`src/rtl/mult8_product_accumulator_if.sv`:
```
// Product-in / result-out handshake bundle for mult8_product_accumulator.
interface mult8_product_accumulator_if #(
  parameter int ACC_W = 24,
  parameter int CNT_W = 8
);
  logic             prod_valid;
  logic             prod_ready;
  logic [15:0]      prod_data;
  logic             prod_last;
  logic             acc_valid;
  logic             acc_ready;
  logic [ACC_W-1:0] acc_data;
  logic [CNT_W-1:0] acc_count;
  logic             acc_ovf;

  modport master (
    output prod_valid, prod_data, prod_last, acc_ready,
    input  prod_ready, acc_valid, acc_data, acc_count, acc_ovf
  );

  modport slave (
    input  prod_valid, prod_data, prod_last, acc_ready,
    output prod_ready, acc_valid, acc_data, acc_count, acc_ovf
  );
endinterface

```
`src/rtl/mult8_product_accumulator.sv`:
```
// Accumulates 16-bit products into one ACC_W-bit sum per frame, closed by last or FRAME_LEN beats.
// Build macro ACC_SATURATE_EN: clamp the frame sum at 2^ACC_W-1 instead of wrapping.
module mult8_product_accumulator #(
  parameter int ACC_W     = 24,
  parameter int FRAME_LEN = 16,
  parameter int CNT_W     = 8
) (
  input logic clk,
  input logic rst,
  mult8_product_accumulator_if.slave bus
);
  localparam logic [0:0]       ST_ACCUM    = 1'b0;
  localparam logic [0:0]       ST_HOLD     = 1'b1;
  localparam logic [CNT_W-1:0] FRAME_LEN_C = CNT_W'(FRAME_LEN);
  localparam logic [CNT_W-1:0] CNT_ONE     = {{(CNT_W-1){1'b0}}, 1'b1};

  logic [0:0]       state_q, state_d;
  logic             first_q, first_d;
  logic [ACC_W-1:0] sum_q, sum_d;
  logic [CNT_W-1:0] cnt_q, cnt_d;
  logic             ovf_q, ovf_d;
  logic [ACC_W-1:0] res_data_q, res_data_d;
  logic [CNT_W-1:0] res_cnt_q, res_cnt_d;
  logic             res_ovf_q, res_ovf_d;

  logic             in_xfer_s;
  logic             out_xfer_s;
  logic             close_s;
  logic             carry_s;
  logic [ACC_W:0]   add_s;
  logic [ACC_W-1:0] beat_sum_s;
  logic [CNT_W-1:0] beat_cnt_s;
  logic             beat_ovf_s;

  assign bus.prod_ready = (state_q == ST_ACCUM);
  assign bus.acc_valid  = (state_q == ST_HOLD);
  assign bus.acc_data   = res_data_q;
  assign bus.acc_count  = res_cnt_q;
  assign bus.acc_ovf    = res_ovf_q;

  assign in_xfer_s  = bus.prod_valid && (state_q == ST_ACCUM);
  assign out_xfer_s = bus.acc_ready && (state_q == ST_HOLD);
  assign add_s      = {1'b0, sum_q} + {{(ACC_W-15){1'b0}}, bus.prod_data};
  assign carry_s    = add_s[ACC_W];
  assign close_s    = in_xfer_s && (bus.prod_last || (beat_cnt_s == FRAME_LEN_C));

  // Running totals after the current beat; the first beat of a frame reloads rather than adds.
  always_comb begin
    beat_sum_s = {ACC_W{1'b0}};
    beat_cnt_s = {CNT_W{1'b0}};
    beat_ovf_s = 1'b0;
    if (first_q) begin
      beat_sum_s = {{(ACC_W-16){1'b0}}, bus.prod_data};
      beat_cnt_s = CNT_ONE;
      beat_ovf_s = 1'b0;
    end else begin
      beat_cnt_s = cnt_q + CNT_ONE;
      beat_ovf_s = ovf_q | carry_s;
`ifdef ACC_SATURATE_EN
      beat_sum_s = carry_s ? {ACC_W{1'b1}} : add_s[ACC_W-1:0];
`else
      beat_sum_s = add_s[ACC_W-1:0];
`endif
    end
  end

  // Next state: accumulate in ACCUM, present the frame result in HOLD until taken.
  always_comb begin
    state_d    = state_q;
    first_d    = first_q;
    sum_d      = sum_q;
    cnt_d      = cnt_q;
    ovf_d      = ovf_q;
    res_data_d = res_data_q;
    res_cnt_d  = res_cnt_q;
    res_ovf_d  = res_ovf_q;
    case (state_q)
      ST_ACCUM: begin
        if (in_xfer_s) begin
          sum_d   = beat_sum_s;
          cnt_d   = beat_cnt_s;
          ovf_d   = beat_ovf_s;
          first_d = 1'b0;
          if (close_s) begin
            state_d    = ST_HOLD;
            res_data_d = beat_sum_s;
            res_cnt_d  = beat_cnt_s;
            res_ovf_d  = beat_ovf_s;
            first_d    = 1'b1;
          end else begin
            state_d = ST_ACCUM;
          end
        end else begin
          state_d = ST_ACCUM;
        end
      end
      ST_HOLD: begin
        if (out_xfer_s) begin
          state_d = ST_ACCUM;
        end else begin
          state_d = ST_HOLD;
        end
      end
      default: begin
        state_d = ST_ACCUM;
      end
    endcase
  end

  // State, running totals and held result.
  always_ff @(posedge clk) begin
    if (rst) begin
      state_q    <= ST_ACCUM;
      first_q    <= 1'b1;
      sum_q      <= {ACC_W{1'b0}};
      cnt_q      <= {CNT_W{1'b0}};
      ovf_q      <= 1'b0;
      res_data_q <= {ACC_W{1'b0}};
      res_cnt_q  <= {CNT_W{1'b0}};
      res_ovf_q  <= 1'b0;
    end else begin
      state_q    <= state_d;
      first_q    <= first_d;
      sum_q      <= sum_d;
      cnt_q      <= cnt_d;
      ovf_q      <= ovf_d;
      res_data_q <= res_data_d;
      res_cnt_q  <= res_cnt_d;
      res_ovf_q  <= res_ovf_d;
    end
  end
endmodule

```
`src/flat_wrapper.sv`:
```
// flat-port wrapper written by rule: the top's interface ports become plain ports
module mult8_product_accumulator_flat 
#(
  parameter int ACC_W     = 24,
  parameter int FRAME_LEN = 16,
  parameter int CNT_W     = 8
)
  (clk, rst, bus_prod_valid, bus_prod_data, bus_prod_last, bus_acc_ready, bus_prod_ready, bus_acc_valid, bus_acc_data, bus_acc_count, bus_acc_ovf);
  mult8_product_accumulator_if #(.ACC_W(ACC_W), .CNT_W(CNT_W)) bus_i ();
  input logic clk;
  input logic rst;
  input wire logic [$bits(bus_i.prod_valid)-1:0] bus_prod_valid;
  input wire logic [$bits(bus_i.prod_data)-1:0] bus_prod_data;
  input wire logic [$bits(bus_i.prod_last)-1:0] bus_prod_last;
  input wire logic [$bits(bus_i.acc_ready)-1:0] bus_acc_ready;
  output wire logic [$bits(bus_i.prod_ready)-1:0] bus_prod_ready;
  output wire logic [$bits(bus_i.acc_valid)-1:0] bus_acc_valid;
  output wire logic [$bits(bus_i.acc_data)-1:0] bus_acc_data;
  output wire logic [$bits(bus_i.acc_count)-1:0] bus_acc_count;
  output wire logic [$bits(bus_i.acc_ovf)-1:0] bus_acc_ovf;
  assign bus_i.prod_valid = bus_prod_valid;
  assign bus_i.prod_data = bus_prod_data;
  assign bus_i.prod_last = bus_prod_last;
  assign bus_i.acc_ready = bus_acc_ready;
  assign bus_prod_ready = bus_i.prod_ready;
  assign bus_acc_valid = bus_i.acc_valid;
  assign bus_acc_data = bus_i.acc_data;
  assign bus_acc_count = bus_i.acc_count;
  assign bus_acc_ovf = bus_i.acc_ovf;
  mult8_product_accumulator #(.ACC_W(ACC_W), .FRAME_LEN(FRAME_LEN), .CNT_W(CNT_W)) u_core (.clk(clk), .rst(rst), .bus(bus_i));
endmodule
```
`config.mk`:
```
export PLATFORM = sky130hd
export DESIGN_NAME = mult8_product_accumulator_flat
export DESIGN_NICKNAME = d
export VERILOG_FILES = /design/src/rtl/mult8_product_accumulator_if.sv /design/src/rtl/mult8_product_accumulator.sv /design/src/flat_wrapper.sv
export SDC_FILE = /design/constraint.sdc
export NUM_CORES = 1
export LEC_CHECK = 0
export CORE_AREA = 3 3 93 95
export CTS_CLUSTER_DIAMETER = 40
export DETAILED_ROUTE_END_ITERATION = 8
export DIE_AREA = 0 0 96 98
export HOLD_SLACK_MARGIN = 0.15
export PLACE_DENSITY = 0.72
export SLEW_MARGIN = 20
export SYNTH_ARGS = -nofsm -noshare
export SYNTH_HDL_FRONTEND = slang
export SYNTH_SLANG_ARGS = --single-unit
```
`constraint.sdc`:
```
create_clock -name clk -period 3.35 [get_ports clk]
set_input_delay 0.335 -clock clk [delete_from_list [all_inputs] [get_ports clk]]
set_output_delay 0.335 -clock clk [all_outputs]
set_load 0.005 [all_outputs]
```
# ---- After elaboration in Yosys (flattened, before gate mapping)
# Index checks and enable logic that the tools add are counted.
dict set report classes {
  order_cmp 0
  mux 7
  n_mul 0
  reduce_logical 6
  n_div 0
  n_eq_ne 1
  add_sub_neg 2
  n_bitwise 2
  shifts 0
}
# cell count
set op_table {}
lappend op_table {{24-bit by 16-bit adder with 25-bit output} 1}
lappend op_table {{24-bit two-way mux} 1}
lappend op_table {{8-bit by 1-bit adder with 8-bit output, second input constant} 1}
lappend op_table {{8-bit by 5-bit equality test with 1-bit output, second input constant} 1}
lappend op_table {{8-bit two-way mux} 1}
lappend op_table {{1-bit two-way mux} 4}
lappend op_table {{1-bit logical AND} 3}
lappend op_table {{3-bit AND reduction} 1}
lappend op_table {{1-bit one-hot mux with 2 select lines} 1}
lappend op_table {{2-bit AND reduction} 1}
lappend op_table {{1-bit logical OR} 1}
lappend op_table {{1-bit NOT} 1}
lappend op_table {{1-bit OR} 1}
dict set report totals {
  out_inout_bits 35
  regBits 68
  rom_bits 0
  ram_bits 0
  input_bits 21
  latchBits 0
  wordCells 26
  n_memories 0
}

# ---- Logic depth before layout (Yosys ltp)
dict set report logic_depth {
  word_depth 8
  depth_mapped 11
  mapped_depth_nobuf 10
}

# ---- Worst setup path after synthesis
# Ideal clock, no wire load.
dict set report synth_timing {
  kind {input port to flip-flop}
  from {input port bus_prod_data[8]}
  to {register u_core.sum_q[15]}
  arrival_ps 2222
  path_buffers 0
  required_ps 3213
  setup_ps 137
  path_slack_ps 991
  path_stages 8
  cell_sequence {ha_1 a211oi_1 nor2_1 or3_1 or2_1 a2111o_1 o221ai_1 a211oi_1}
}
dict set report synth_between {
  elab_chain_cells 2
}
# item line_no
set synth_rtl {}
lappend synth_rtl {{from (decl)} flat_wrapper.sv:13} ;# input wire logic [$bits(bus_i.prod_data)-1:0] bus_prod_data;
lappend synth_rtl {{24-bit by 16-bit adder with 25-bit output} mult8_product_accumulator.sv:43} ;# assign add_s = {1'b0, sum_q} + {{(ACC_W-15){1'b0}}, bus.prod_data};
lappend synth_rtl {{24-bit two-way mux} mult8_product_accumulator.sv:52} ;# if (first_q) begin
lappend synth_rtl {{to (signal assigned)} mult8_product_accumulator.sv:115} ;# sum_q <= {ACC_W{1'b0}};
lappend synth_rtl {{to (signal assigned)} mult8_product_accumulator.sv:124} ;# sum_q <= sum_d;
lappend synth_rtl {{to (decl)} mult8_product_accumulator.sv:19} ;# logic [ACC_W-1:0] sum_q, sum_d;
# No other way between the ends.
# A chain may end at the register's enable or synchronous reset.

# ---- Worst setup path in the final report
dict set report layout_timing {
  from {register u_core.cnt_q[0]}
  to {register u_core.res_data_q[16] (netlist: u_core.bus.acc_data[16])}
}
dict set report layout_between {
  elab_chain_cells 6
}
# item line_no
set layout_rtl {}
lappend layout_rtl {{from (decl)} mult8_product_accumulator.sv:20} ;# logic [CNT_W-1:0] cnt_q, cnt_d;
lappend layout_rtl {{from (signal assigned)} mult8_product_accumulator.sv:116} ;# cnt_q <= {CNT_W{1'b0}};
lappend layout_rtl {{from (signal assigned)} mult8_product_accumulator.sv:125} ;# cnt_q <= cnt_d;
lappend layout_rtl {{8-bit by 1-bit adder with 8-bit output} mult8_product_accumulator.sv:57} ;# beat_cnt_s = cnt_q + CNT_ONE;
lappend layout_rtl {{8-bit two-way mux} mult8_product_accumulator.sv:52}
lappend layout_rtl {{8-bit by 5-bit equality test with 1-bit output} mult8_product_accumulator.sv:45} ;# assign close_s = in_xfer_s && (bus.prod_last || (beat_cnt_s == FRAME_LEN_C));
lappend layout_rtl {{1-bit logical OR} mult8_product_accumulator.sv:45}
lappend layout_rtl {{1-bit logical AND} mult8_product_accumulator.sv:45}
lappend layout_rtl {{3-bit AND reduction (no line)} --}
lappend layout_rtl {{to (signal assigned)} mult8_product_accumulator.sv:118} ;# res_data_q <= {ACC_W{1'b0}};
lappend layout_rtl {{to (signal assigned)} mult8_product_accumulator.sv:127} ;# res_data_q <= res_data_d;
lappend layout_rtl {{to (decl)} mult8_product_accumulator.sv:22} ;# logic [ACC_W-1:0] res_data_q, res_data_d;
# No other way between the ends.

==> impl_metrics.py <==
metrics = {
    "layout": {
        "area_growth_syn_to_layout_pct": 20.2,
        "layout.nets": 559,
        "final_common_cell": "nor2_1",
        "layout_common_cells": "72 x nor2_1, 68 x dfxtp_1, 54 x clkdlybuf4s50_1, 52 x nand2_1, 47 x a21oi_1",
        "drive_above_1_share_pct": 6.67,
        "diodes": 0,
    },
    "power": {
        "p_sw_uw": 586,
        "peakVddDrop_mv": 0.223,
        "p_int_uw": 1460,
        "combPwrFrac_pct": 19.7,
        "p_leak_uw": 0.00175,
        "p_sw_share_pct": 28.6,
        "p_seq_share_pct": 42.4,
        "p_clk_share_pct": 37.9,
        "p_per_area_mw_per_mm2": 438,
    },
    "drt": {
        "wirelength_mm": 9.86,
        "wl_per_cell_microns": 15.7,
        "dr_total_vias": 3612,
        "drtAntennaViolNets": 0,
        "wl_met3_microns": 429,
        "drtPass1Iterations": 5,
        "drc": 0,
        "topRoutingLayerUsed": "met4",
        "drt-met1-wl_mm": 4.42,
        "wl_met2_mm": 4.82,
        "dr.first_iter.drc_count": 155,
        "routed_via_density": 5.76,
    },
    "critical_path": {
        "path_delay_family": "simple AND/OR/NAND/NOR gates",
        "cp_max_fo": 34,
        "crit_type": "register to register",
        "end_kind": "register",
        "cp_cell_sequence": "ha_1 > nor3b_1 > o311ai_2 > nor4b_4 > a21o_1 > and2_4 > nand2_1 > o2bb2ai_1",
        "cp_num_buf_inv": 0,
        "cp-start-kind": "register",
        "cp_data_required_time_ns": 3.63,
        "crit_arrival_ns": 3.13,
        "slowest_stage": "and2_4",
        "critPathMaxStageDelay_ns": 0.51,
    },
    "yosys": {
        "synth_area_per_cell_sq_um": 8.13,
        "synthSimpleGateAreaFrac_pct": 22.0,
        "syn_inst": 478,
        "synth_xor_area_share_pct": 4.28,
        "synth_flop_cell": "dfxtp_1",
        "syn_area_sq_mm": 0.00389,
        "syn_nets": 517,
        "synth_compound_area_share_pct": 25.2,
        "synth-seq-cells": 68,
        "synthAdderAreaFrac_pct": 5.99,
        "seq_area_frac_synth_pct": 35.0,
        "synth.distinct_cells": 66,
        "synthMuxAreaShare_pct": 2.09,
        "synth_edf_count": 0,
        "synth_top_family_by_area": "compound AO/OA/AOI/OAI gates",
        "ys_warn_count": 0,
        "synthArstFlopShare_pct": 0,
    },
    "run_status": {
        "status": "finished, final reports clean",
    },
    "clocking": {
        "clock_sinks": 68,
        "root_buffer": "clkbuf_8",
        "cts_buffer_depth": 2,
        "cts-resized-gates": 0,
        "post_cts_buffers": 0,
        "holdBufCountCts": 0,
        "clk_latency_ns": 0.35,
        "cts_inserted_buffers": 9,
        "clk_pin_slew_worst_paths_ns": 0.08,
        "cts-htree-levels": 3,
        "cts_tree": "done",
    },
    "place": {
        "dp_hpwl_mm": 6.78,
        "routabilityCongestion": 0.938,
        "portBuffers": 55,
    },
    "timing": {
        "clock_skew_ns": 0.00864,
        "min_period_over_period_pct": 85.0,
        "hold_ws_ns": 0.413,
        "max_freq_mhz": 351,
        "rsz0062_at_grt": "false",
        "finalSetupTns_ns": 0,
        "timing.final.crit_period_ns": 2.85,
        "finalSetupViolations": 0,
        "relSlewSlack_pct": 50.8,
        "worst_pin_slew_ns": 0.736,
        "hold_viol": 0,
        "slew_viol_final": 0,
    },
    "grt": {
        "grt_pass1_vias": 3538,
        "grt_usage_pct": 22.0,
        "antenna_found_initial": 0,
        "grt_pass1_wl_mm": 16.7,
        "grt_max_degree": 41,
        "grt_overflow": 0,
    },
    "die": {
        "dieArea_sq_mm": 0.00941,
        "ioPinCount": 56,
        "start_util_pct": 49.8,
        "die_h_microns": 98,
        "core_sq_mm": 0.00781,
        "fp-row-count": 32,
        "die_w_microns": 96,
    },
    "hold_path": {
        "hp-class": "primary input to register",
    },
    "run": {
        "maxCapViolCount": 0,
    },
}
## Yosys cell counts (7+ instances only)
library cell	count	area [sq um]
mux2i_1	7	70.1
xnor2_1	13	114
o2bb2ai_1	7	61.3
inv_1	13	48.8
o21ai_0	9	45.0
a211oi_1	26	195
dfxtp_1	68	1360
nor2_1	72	270
nor3_1	16	80.1
ha_1	17	213
a21oi_1	47	235
clkbuf_1	18	67.6
nand2_1	52	195
## routing by layer
layer  vias to the layer above  track usage, %
met5                         -               0
met4                         0            7.88
met3                        15            4.01
met2                       108            36.3
met1                      1690            28.4
li1                       1799               -
## state kept, by name (all words and copies together) (netlist names)
name	count
u_core.cnt_q	8
u_core.first_q	1
u_core.sum_q	24
u_core.bus.acc_valid	1
u_core.bus.acc_data	24
u_core.bus.acc_ovf	1
u_core.ovf_q	1
u_core.bus.acc_count	8
## worst register-to-register path: cells and delay by family (launching register included)
family	cells	cell delay [ns]
and+or+nand+nor	4	1.31
adders and majority gates	1	0.28
AOI/OAI and AO/OA	3	0.76
DFF	1	0.44
## power by group through the flow
stage	clock network [uW]	registers, uW	logic [uW]
floorplan	0	882	282
global placement	0	886	392
detailed placement	0	887	398
CTS	788	868	401
global route	825	874	450
finish	776	868	403
## worst paths after layout
path / from / endpoint / slack (ns) / depth (start not counted)
worst max register to register: u_core.cnt_q[0] / u_core.bus.acc_data[16] / 0.50 / 8
worst min register to register: u_core.bus.acc_count[1] / u_core.bus.acc_count[1] / 0.46 / 2
worst max-delay path: u_core.cnt_q[0] / u_core.bus.acc_data[16] / 0.50 / 8
worst min-delay path: rst / u_core.cnt_q[6] / 0.41 / 2
## area by class of cell
| cell class | instances | area [sq um] |
|---|---|---|
| tap | 102 | 128 |
| clock inverter | 5 | 85.1 |
| fill | 717 | 3140 |
| sequential | 68 | 1360 |
| clock buffer | 11 | 141 |
| multi-input combinational | 367 | 2320 |
| timing repair buffer | 61 | 591 |
| inverter | 13 | 48.8 |
## cell families after synthesis
kind of cell,after synthesis
AO/OA/AOI/OAI,139
flip-flops,68
multiplexers,8
adder cells (fa/ha/maj),18
AND/OR/NAND/NOR,183
XOR/XNOR,19
buffers and inverters,43
## metrics by stage
stage          total power (uW)  worst slack (ns)  area [sq um]  util [%]  instances
2_1_floorplan              1160             0.991          3890         -        478
3_3_place_gp               1280             0.418          4450      56.9        611
3_5_place_dp               1280             0.327          4450      56.9        611
4_1_cts                    2060             0.488          4670      59.8        627
5_1_grt                    2150             0.218          4670      59.8        627
6_report                   2050             0.501          4670      59.8        627
Note: power is estimated with default switching activity, not from simulation.
